`config.mk`:
```
export PLATFORM = sky130hd
export DESIGN_NAME = irq_sequencer_flat
export DESIGN_NICKNAME = d
export VERILOG_FILES = /design/src/rtl/irq_seq_if.sv /design/src/rtl/irq_sequencer.sv /design/src/flat_wrapper.sv
export SDC_FILE = /design/constraint.sdc
export NUM_CORES = 1
export LEC_CHECK = 0
export CAP_MARGIN = 30
export CORE_MARGIN = 2
export CORE_UTILIZATION = 50
export CTS_CLUSTER_DIAMETER = 120
export CTS_CLUSTER_SIZE = 20
export DETAILED_ROUTE_END_ITERATION = 16
export PLACE_DENSITY = 0.89
export SLEW_MARGIN = 20
export SYNTH_ARGS = -nofsm -noshare
export SYNTH_HDL_FRONTEND = slang
export SYNTH_SLANG_ARGS = --single-unit
```
`constraint.sdc`:
```
create_clock -name clk -period 3.9 [get_ports clk]
set_input_delay 0.39 -clock clk [delete_from_list [all_inputs] [get_ports clk]]
set_output_delay 0.39 -clock clk [all_outputs]
set_load 0.05 [all_outputs]
```
`src/rtl/irq_seq_if.sv`:
```
// Interrupt sequencer bus: raw requests and CSR/pipeline controls in,
// take/return pulses and pipeline controls out.
interface irq_seq_if #(
  parameter int CNT_W = 16
);
  logic             dma_irq;
  logic             wdt_irq;
  logic             mie;
  logic             meie;
  logic             mtie;
  logic             stall;
  logic             wfi_in;
  logic             mret_in;
  logic             meip_en;
  logic             mtip_en;
  logic             meip_end;
  logic             mtip_end;
  logic             flush;
  logic             wfi_halt;
  logic             in_handler;
  logic [CNT_W-1:0] taken_cnt;

  modport master (
    output dma_irq, wdt_irq, mie, meie, mtie, stall, wfi_in, mret_in,
    input  meip_en, mtip_en, meip_end, mtip_end, flush, wfi_halt, in_handler, taken_cnt
  );

  modport slave (
    input  dma_irq, wdt_irq, mie, meie, mtie, stall, wfi_in, mret_in,
    output meip_en, mtip_en, meip_end, mtip_end, flush, wfi_halt, in_handler, taken_cnt
  );
endinterface

```
`src/rtl/irq_sequencer.sv`:
```
// Machine-mode interrupt sequencer: synchronises DMA/WDT requests, takes one
// interrupt at a time (no nesting) and drives take/return pulses, flush and WFI halt.
module irq_sequencer #(
  parameter int SYNC_STAGES = 2,
  parameter bit EXT_FIRST   = 1'b1,
  parameter int CNT_W       = 16
) (
  input  logic      clk,
  input  logic      rst,
  irq_seq_if.slave  bus
);

  typedef enum logic [1:0] {
    S_IDLE    = 2'd0,
    S_TAKE    = 2'd1,
    S_HANDLER = 2'd2,
    S_RETURN  = 2'd3
  } state_e;

  state_e                 state_q, state_d;
  logic [SYNC_STAGES-1:0] dsync_q, wsync_q;
  logic                   src_ext_q, src_ext_d;
  logic                   wfi_q, wfi_d;
  logic                   cnt_inc;
  logic [CNT_W-1:0]       cnt_q, cnt_d;
  logic                   meip_en_q, mtip_en_q, meip_end_q, mtip_end_q, flush_q, in_handler_q;
  logic                   meip_en_d, mtip_en_d, meip_end_d, mtip_end_d, flush_d, in_handler_d;
  logic                   pend_e, pend_t, pend, take_ok;

  assign pend_e  = dsync_q[SYNC_STAGES-1] & bus.meie;
  assign pend_t  = wsync_q[SYNC_STAGES-1] & bus.mtie;
  assign pend    = pend_e | pend_t;
  assign take_ok = bus.mie & pend & ~bus.stall;

  // Request synchronisers
  always_ff @(posedge clk or posedge rst) begin
    if (rst) begin
      dsync_q <= {SYNC_STAGES{1'b0}};
      wsync_q <= {SYNC_STAGES{1'b0}};
    end else begin
      dsync_q[0] <= bus.dma_irq;
      wsync_q[0] <= bus.wdt_irq;
      for (int i = 1; i < SYNC_STAGES; i++) begin
        dsync_q[i] <= dsync_q[i-1];
        wsync_q[i] <= wsync_q[i-1];
      end
    end
  end

  // Next-state, source latch, WFI and counter logic
  always_comb begin
    state_d   = state_q;
    src_ext_d = src_ext_q;
    wfi_d     = wfi_q;
    cnt_inc   = 1'b0;
    case (state_q)
      S_IDLE: begin
        if (take_ok) begin
          state_d   = S_TAKE;
          src_ext_d = pend_e & (EXT_FIRST | ~pend_t);
        end else begin
          state_d = S_IDLE;
        end
        if (bus.wfi_in & ~bus.stall & ~(bus.mie & pend)) begin
          wfi_d = 1'b1;
        end else begin
          wfi_d = wfi_q;
        end
      end
      S_TAKE: begin
        if (!bus.stall) begin
          state_d = S_HANDLER;
          cnt_inc = 1'b1;
        end else begin
          state_d = S_TAKE;
        end
      end
      S_HANDLER: begin
        if (bus.mret_in & ~bus.stall) begin
          state_d = S_RETURN;
        end else begin
          state_d = S_HANDLER;
        end
      end
      S_RETURN: begin
        if (!bus.stall) begin
          state_d = S_IDLE;
        end else begin
          state_d = S_RETURN;
        end
      end
      default: begin
        state_d = S_IDLE;
      end
    endcase
    // A pending request wakes the core even when MIE keeps it from being taken
    if (pend || (state_d == S_TAKE)) begin
      wfi_d = 1'b0;
    end else begin
      wfi_d = wfi_d;
    end
    if (cnt_inc && (cnt_q != {CNT_W{1'b1}})) begin
      cnt_d = cnt_q + {{(CNT_W-1){1'b0}}, 1'b1};
    end else begin
      cnt_d = cnt_q;
    end
  end

  // Output decode from next state so the registered outputs track state_q
  always_comb begin
    meip_en_d    = (state_d == S_TAKE)   &  src_ext_d;
    mtip_en_d    = (state_d == S_TAKE)   & ~src_ext_d;
    meip_end_d   = (state_d == S_RETURN) &  src_ext_d;
    mtip_end_d   = (state_d == S_RETURN) & ~src_ext_d;
    flush_d      = (state_d == S_TAKE) | (state_d == S_RETURN);
    in_handler_d = (state_d != S_IDLE);
  end

  // State, source, WFI, counter and output registers
  always_ff @(posedge clk or posedge rst) begin
    if (rst) begin
      state_q      <= S_IDLE;
      src_ext_q    <= 1'b0;
      wfi_q        <= 1'b0;
      cnt_q        <= {CNT_W{1'b0}};
      meip_en_q    <= 1'b0;
      mtip_en_q    <= 1'b0;
      meip_end_q   <= 1'b0;
      mtip_end_q   <= 1'b0;
      flush_q      <= 1'b0;
      in_handler_q <= 1'b0;
    end else begin
      state_q      <= state_d;
      src_ext_q    <= src_ext_d;
      wfi_q        <= wfi_d;
      cnt_q        <= cnt_d;
      meip_en_q    <= meip_en_d;
      mtip_en_q    <= mtip_en_d;
      meip_end_q   <= meip_end_d;
      mtip_end_q   <= mtip_end_d;
      flush_q      <= flush_d;
      in_handler_q <= in_handler_d;
    end
  end

  assign bus.meip_en    = meip_en_q;
  assign bus.mtip_en    = mtip_en_q;
  assign bus.meip_end   = meip_end_q;
  assign bus.mtip_end   = mtip_end_q;
  assign bus.flush      = flush_q;
  assign bus.wfi_halt   = wfi_q;
  assign bus.in_handler = in_handler_q;
  assign bus.taken_cnt  = cnt_q;

endmodule

```
`src/flat_wrapper.sv`:
```
// flat-port wrapper written by rule: the top's interface ports become plain ports
module irq_sequencer_flat 
#(
  parameter int SYNC_STAGES = 2,
  parameter bit EXT_FIRST   = 1'b1,
  parameter int CNT_W       = 16
)
  (clk, rst, bus_dma_irq, bus_wdt_irq, bus_mie, bus_meie, bus_mtie, bus_stall, bus_wfi_in, bus_mret_in, bus_meip_en, bus_mtip_en, bus_meip_end, bus_mtip_end, bus_flush, bus_wfi_halt, bus_in_handler, bus_taken_cnt);
  irq_seq_if #(.CNT_W(CNT_W)) bus_i ();
  input  logic clk;
  input  logic rst;
  input wire logic [$bits(bus_i.dma_irq)-1:0] bus_dma_irq;
  input wire logic [$bits(bus_i.wdt_irq)-1:0] bus_wdt_irq;
  input wire logic [$bits(bus_i.mie)-1:0] bus_mie;
  input wire logic [$bits(bus_i.meie)-1:0] bus_meie;
  input wire logic [$bits(bus_i.mtie)-1:0] bus_mtie;
  input wire logic [$bits(bus_i.stall)-1:0] bus_stall;
  input wire logic [$bits(bus_i.wfi_in)-1:0] bus_wfi_in;
  input wire logic [$bits(bus_i.mret_in)-1:0] bus_mret_in;
  output wire logic [$bits(bus_i.meip_en)-1:0] bus_meip_en;
  output wire logic [$bits(bus_i.mtip_en)-1:0] bus_mtip_en;
  output wire logic [$bits(bus_i.meip_end)-1:0] bus_meip_end;
  output wire logic [$bits(bus_i.mtip_end)-1:0] bus_mtip_end;
  output wire logic [$bits(bus_i.flush)-1:0] bus_flush;
  output wire logic [$bits(bus_i.wfi_halt)-1:0] bus_wfi_halt;
  output wire logic [$bits(bus_i.in_handler)-1:0] bus_in_handler;
  output wire logic [$bits(bus_i.taken_cnt)-1:0] bus_taken_cnt;
  assign bus_i.dma_irq = bus_dma_irq;
  assign bus_i.wdt_irq = bus_wdt_irq;
  assign bus_i.mie = bus_mie;
  assign bus_i.meie = bus_meie;
  assign bus_i.mtie = bus_mtie;
  assign bus_i.stall = bus_stall;
  assign bus_i.wfi_in = bus_wfi_in;
  assign bus_i.mret_in = bus_mret_in;
  assign bus_meip_en = bus_i.meip_en;
  assign bus_mtip_en = bus_i.mtip_en;
  assign bus_meip_end = bus_i.meip_end;
  assign bus_mtip_end = bus_i.mtip_end;
  assign bus_flush = bus_i.flush;
  assign bus_wfi_halt = bus_i.wfi_halt;
  assign bus_in_handler = bus_i.in_handler;
  assign bus_taken_cnt = bus_i.taken_cnt;
  irq_sequencer #(.SYNC_STAGES(SYNC_STAGES), .EXT_FIRST(EXT_FIRST), .CNT_W(CNT_W)) u_core (.clk(clk), .rst(rst), .bus(bus_i));
endmodule
```
==> reports/results.tsv <==
metric	value	unit
cp_slowest_cell	clkdlybuf4s50_1	
p_leak	0.774	nW
worst_slack	1850	ps
critPathBufInv	1	
tightest_slew	630	ps
design.die.area	0.00319	sq mm
cts_setup_buffers	0	
hold_viol	0	
fin_worst_skew	5.48	ps
drv_slew	0	
fin_cells	188	
timing.rr.start	u_core.state_q[1]	
min_path_type	register to register	
die_w	56.5	um
initial_utilization	0.513	
antenna_found_initial	0	
place_hpwl	2030	um
fin_crit_sh	0.525	
vias_per_cell	5.52	
swShare	0.393	
whs_path_depth	0	
core-area	0.00269	sq mm
synth_nets	130	
track_usage	0.195	
routabilityCongestion	0.855	
syn-cell-area	0.00138	sq mm
grt_pass1_vias	1048	
io_buffers	32	
rows	19	
detail-route-antenna-nets	0	
total_power	0.970	mW
place_inst	180	
synthTopCellsByArea	dfrtp_1, xnor2_1, nand2_1	
ys_seq_elements	30	
cts_hold_buf	0	
syn_avg_cell_area	11.6	sq um
p_per_area	540	mW/mm^2
cp_cell_sequence	clkdlybuf4s50_1	
timing.fmax	489	MHz
clk_latency	320	ps
share_comb_of_total_power	0.372	
n_antenna_cell	0	
first_pass_iters	4	
r2r_slack	2250	ps
cts.clk_slew.worst_paths	90	ps
cap_violations	0	
p_switching	0.381	mW
root_buffer	clkbuf_4	
crit_family	buffers and inverters	
ir_drop	482	uV
grt_max_degree	17	
wire_per_inst	14.0	um
drive_above_1_share	0.108	
die_h	56.5	um
pin_count	33	
area_delta_synth_final	30.4	%
clkSinkCount	30	
power_frac_clock	0.193	
place_ws	1820	ps
final.min_clock_period	2050	ps
cts_resized	0	
synth_cells	119	
r2r_end	u_core.bus.taken_cnt[1]	
drtIter0Drc	26	
setup-tns-final	0	ps
status	finished clean	
cts_buffers	5	
num_vias	1038	
setup_viol	0	
synth.top_cell.area_share	0.544	
internal-power	0.589	mW
rsz0062_at_grt	no	
grt_pass1_wl	4690	um
endpoint_kind	output pin	
min_to	u_core.wsync_q[1]	
worst_setup_path_start_kind	register	
placed_area	0.00174	sq mm
grt.overflow.total	0	
htreeDepth	2	
cts_tree	yes	
synthDistinctLibCells	36	
clockBufferDepth	2	
synth_area_leader_cell	dfrtp_1	
seqPwrFrac	0.436	
yosysWarnings	0	
nets	167	
stdcell_area	0.00180	sq mm
max_stage_delay	850	ps
maxSlewHeadroom	0.580	
reg2reg_depth	3	
cp.required	3510	ps
yosysSeqAreaShare	0.544	
cp_max_fo	6	
cp.arrival	1660	ps
worst_hold_startpoint	u_core.wsync_q[0]	
crit_type	register to output pin	
drc	0	
drt_wl_total	2640	um
[metal layers]
layer	wire (um)	vias up	track usage
met4	68	0	0.0952
met1	1110	508	0.231
met3	155	8	0.0783
li1	-	495	-
met5	0	-	0
met2	1300	27	0.306
[synth_stat cells]
| cell | number |
|---|---|
| and4_1 | 2 |
| a21o_2 | 1 |
| nand4_1 | 4 |
| nand2_1 | 11 |
| mux2_4 | 1 |
| mux2i_1 | 1 |
| a41o_1 | 1 |
| nor2_1 | 8 |
| nand4b_1 | 1 |
| xnor2_1 | 12 |
| inv_1 | 4 |
| mux2_2 | 1 |
| o21ai_1 | 3 |
| or3b_1 | 1 |
| buf_6 | 2 |
| nor3b_1 | 1 |
| and2_1 | 2 |
| nand4_4 | 1 |
| dfrtp_1 | 30 |
| and3_2 | 1 |
| o2111ai_1 | 2 |
| o21ai_0 | 3 |
| nand3_1 | 6 |
| o22a_1 | 1 |
| nor2b_1 | 3 |
| nand3b_1 | 1 |
| nand2b_1 | 1 |
| a22o_1 | 1 |
| mux2_1 | 2 |
| nor3_2 | 2 |
| and3_1 | 3 |
| o21bai_4 | 1 |
| buf_2 | 1 |
| nand4_2 | 1 |
| a31oi_1 | 2 |
| ha_1 | 1 |
[power groups by stage]
stage	clock network [mW]	registers, mW	logic (mW)
6_report	0.187	0.423	0.361
3_3_place_gp	0	0.425	0.348
3_5_place_dp	0	0.429	0.363
5_1_grt	0.207	0.434	0.382
2_1_floorplan	0	0.545	0.139
4_1_cts	0.194	0.423	0.364
[how the worst max path moves through the flow]
stage	from	to	slack (ps)	cells after the start
after floorplan	u_core.bus.taken_cnt[0]	u_core.bus.taken_cnt[10]	2040	5
after global placement	bus_stall	u_core.bus.taken_cnt[1]	1860	4
after detailed placement	bus_stall	u_core.bus.taken_cnt[13]	1820	5
after CTS	u_core.bus.taken_cnt[3]	bus_taken_cnt[3]	1830	1
after global routing	u_core.bus.taken_cnt[3]	bus_taken_cnt[3]	1800	1
final	u_core.bus.taken_cnt[15]	bus_taken_cnt[15]	1850	1
[final cells by class]
class / instances / area [sq um]
tap: 31 / 38.8
clock inverter: 1 / 5.00
multi-input combinational: 82 / 586
clock buffer: 7 / 55.1
fill: 202 / 888
sequential: 30 / 751
timing repair buffer: 33 / 348
inverter: 4 / 15.0
[metrics by stage]
stage / hold WS (ps) / utilization
final: 360 / 0.669
after global routing: 371 / 0.669
after CTS: 365 / 0.669
after detailed placement: 345 / 0.647
after global placement: 332 / 0.637
after floorplan: 331 / -
[layout by cell type, fill, tap and decap left out, types with 3 or more instances in the layout]
cell,n
inv_1,4
xnor2_1,12
clkdlybuf4s50_1,32
o21ai_0,3
nand3_1,6
o21ai_1,3
clkbuf_4,5
nor2_1,8
nand4_1,4
and3_1,3
nand2_1,11
nor2b_1,3
dfrtp_1,30
[state kept, by name (all words and copies together), names as in the netlist]
| name | cells |
|---|---|
| u_core.dsync_q | 2 |
| u_core.bus.mtip_en | 1 |
| u_core.bus.in_handler | 1 |
| u_core.bus.meip_end | 1 |
| u_core.bus.mtip_end | 1 |
| u_core.bus.flush | 1 |
| u_core.bus.taken_cnt | 16 |
| u_core.src_ext_q | 1 |
| u_core.state_q | 2 |
| u_core.bus.wfi_halt | 1 |
| u_core.bus.meip_en | 1 |
| u_core.wsync_q | 2 |
[cell families (layout without fill, tap and decap cells)]
| family | count (synthesis) | after routing | share of synthesized area |
|---|---|---|---|
| muxes | 5 | 5 | 0.0426 |
| and+or+nand+nor | 49 | 49 | 0.213 |
| adders and majority gates | 1 | 1 | 0.00907 |
| DFF | 30 | 30 | 0.544 |
| AOI/OAI and AO/OA | 15 | 15 | 0.0835 |
| xor gates and xnor gates | 12 | 12 | 0.0762 |
| buffers and inverters | 7 | 45 | 0.0308 |
No activity file was read; power rests on OpenSTA's default activity.
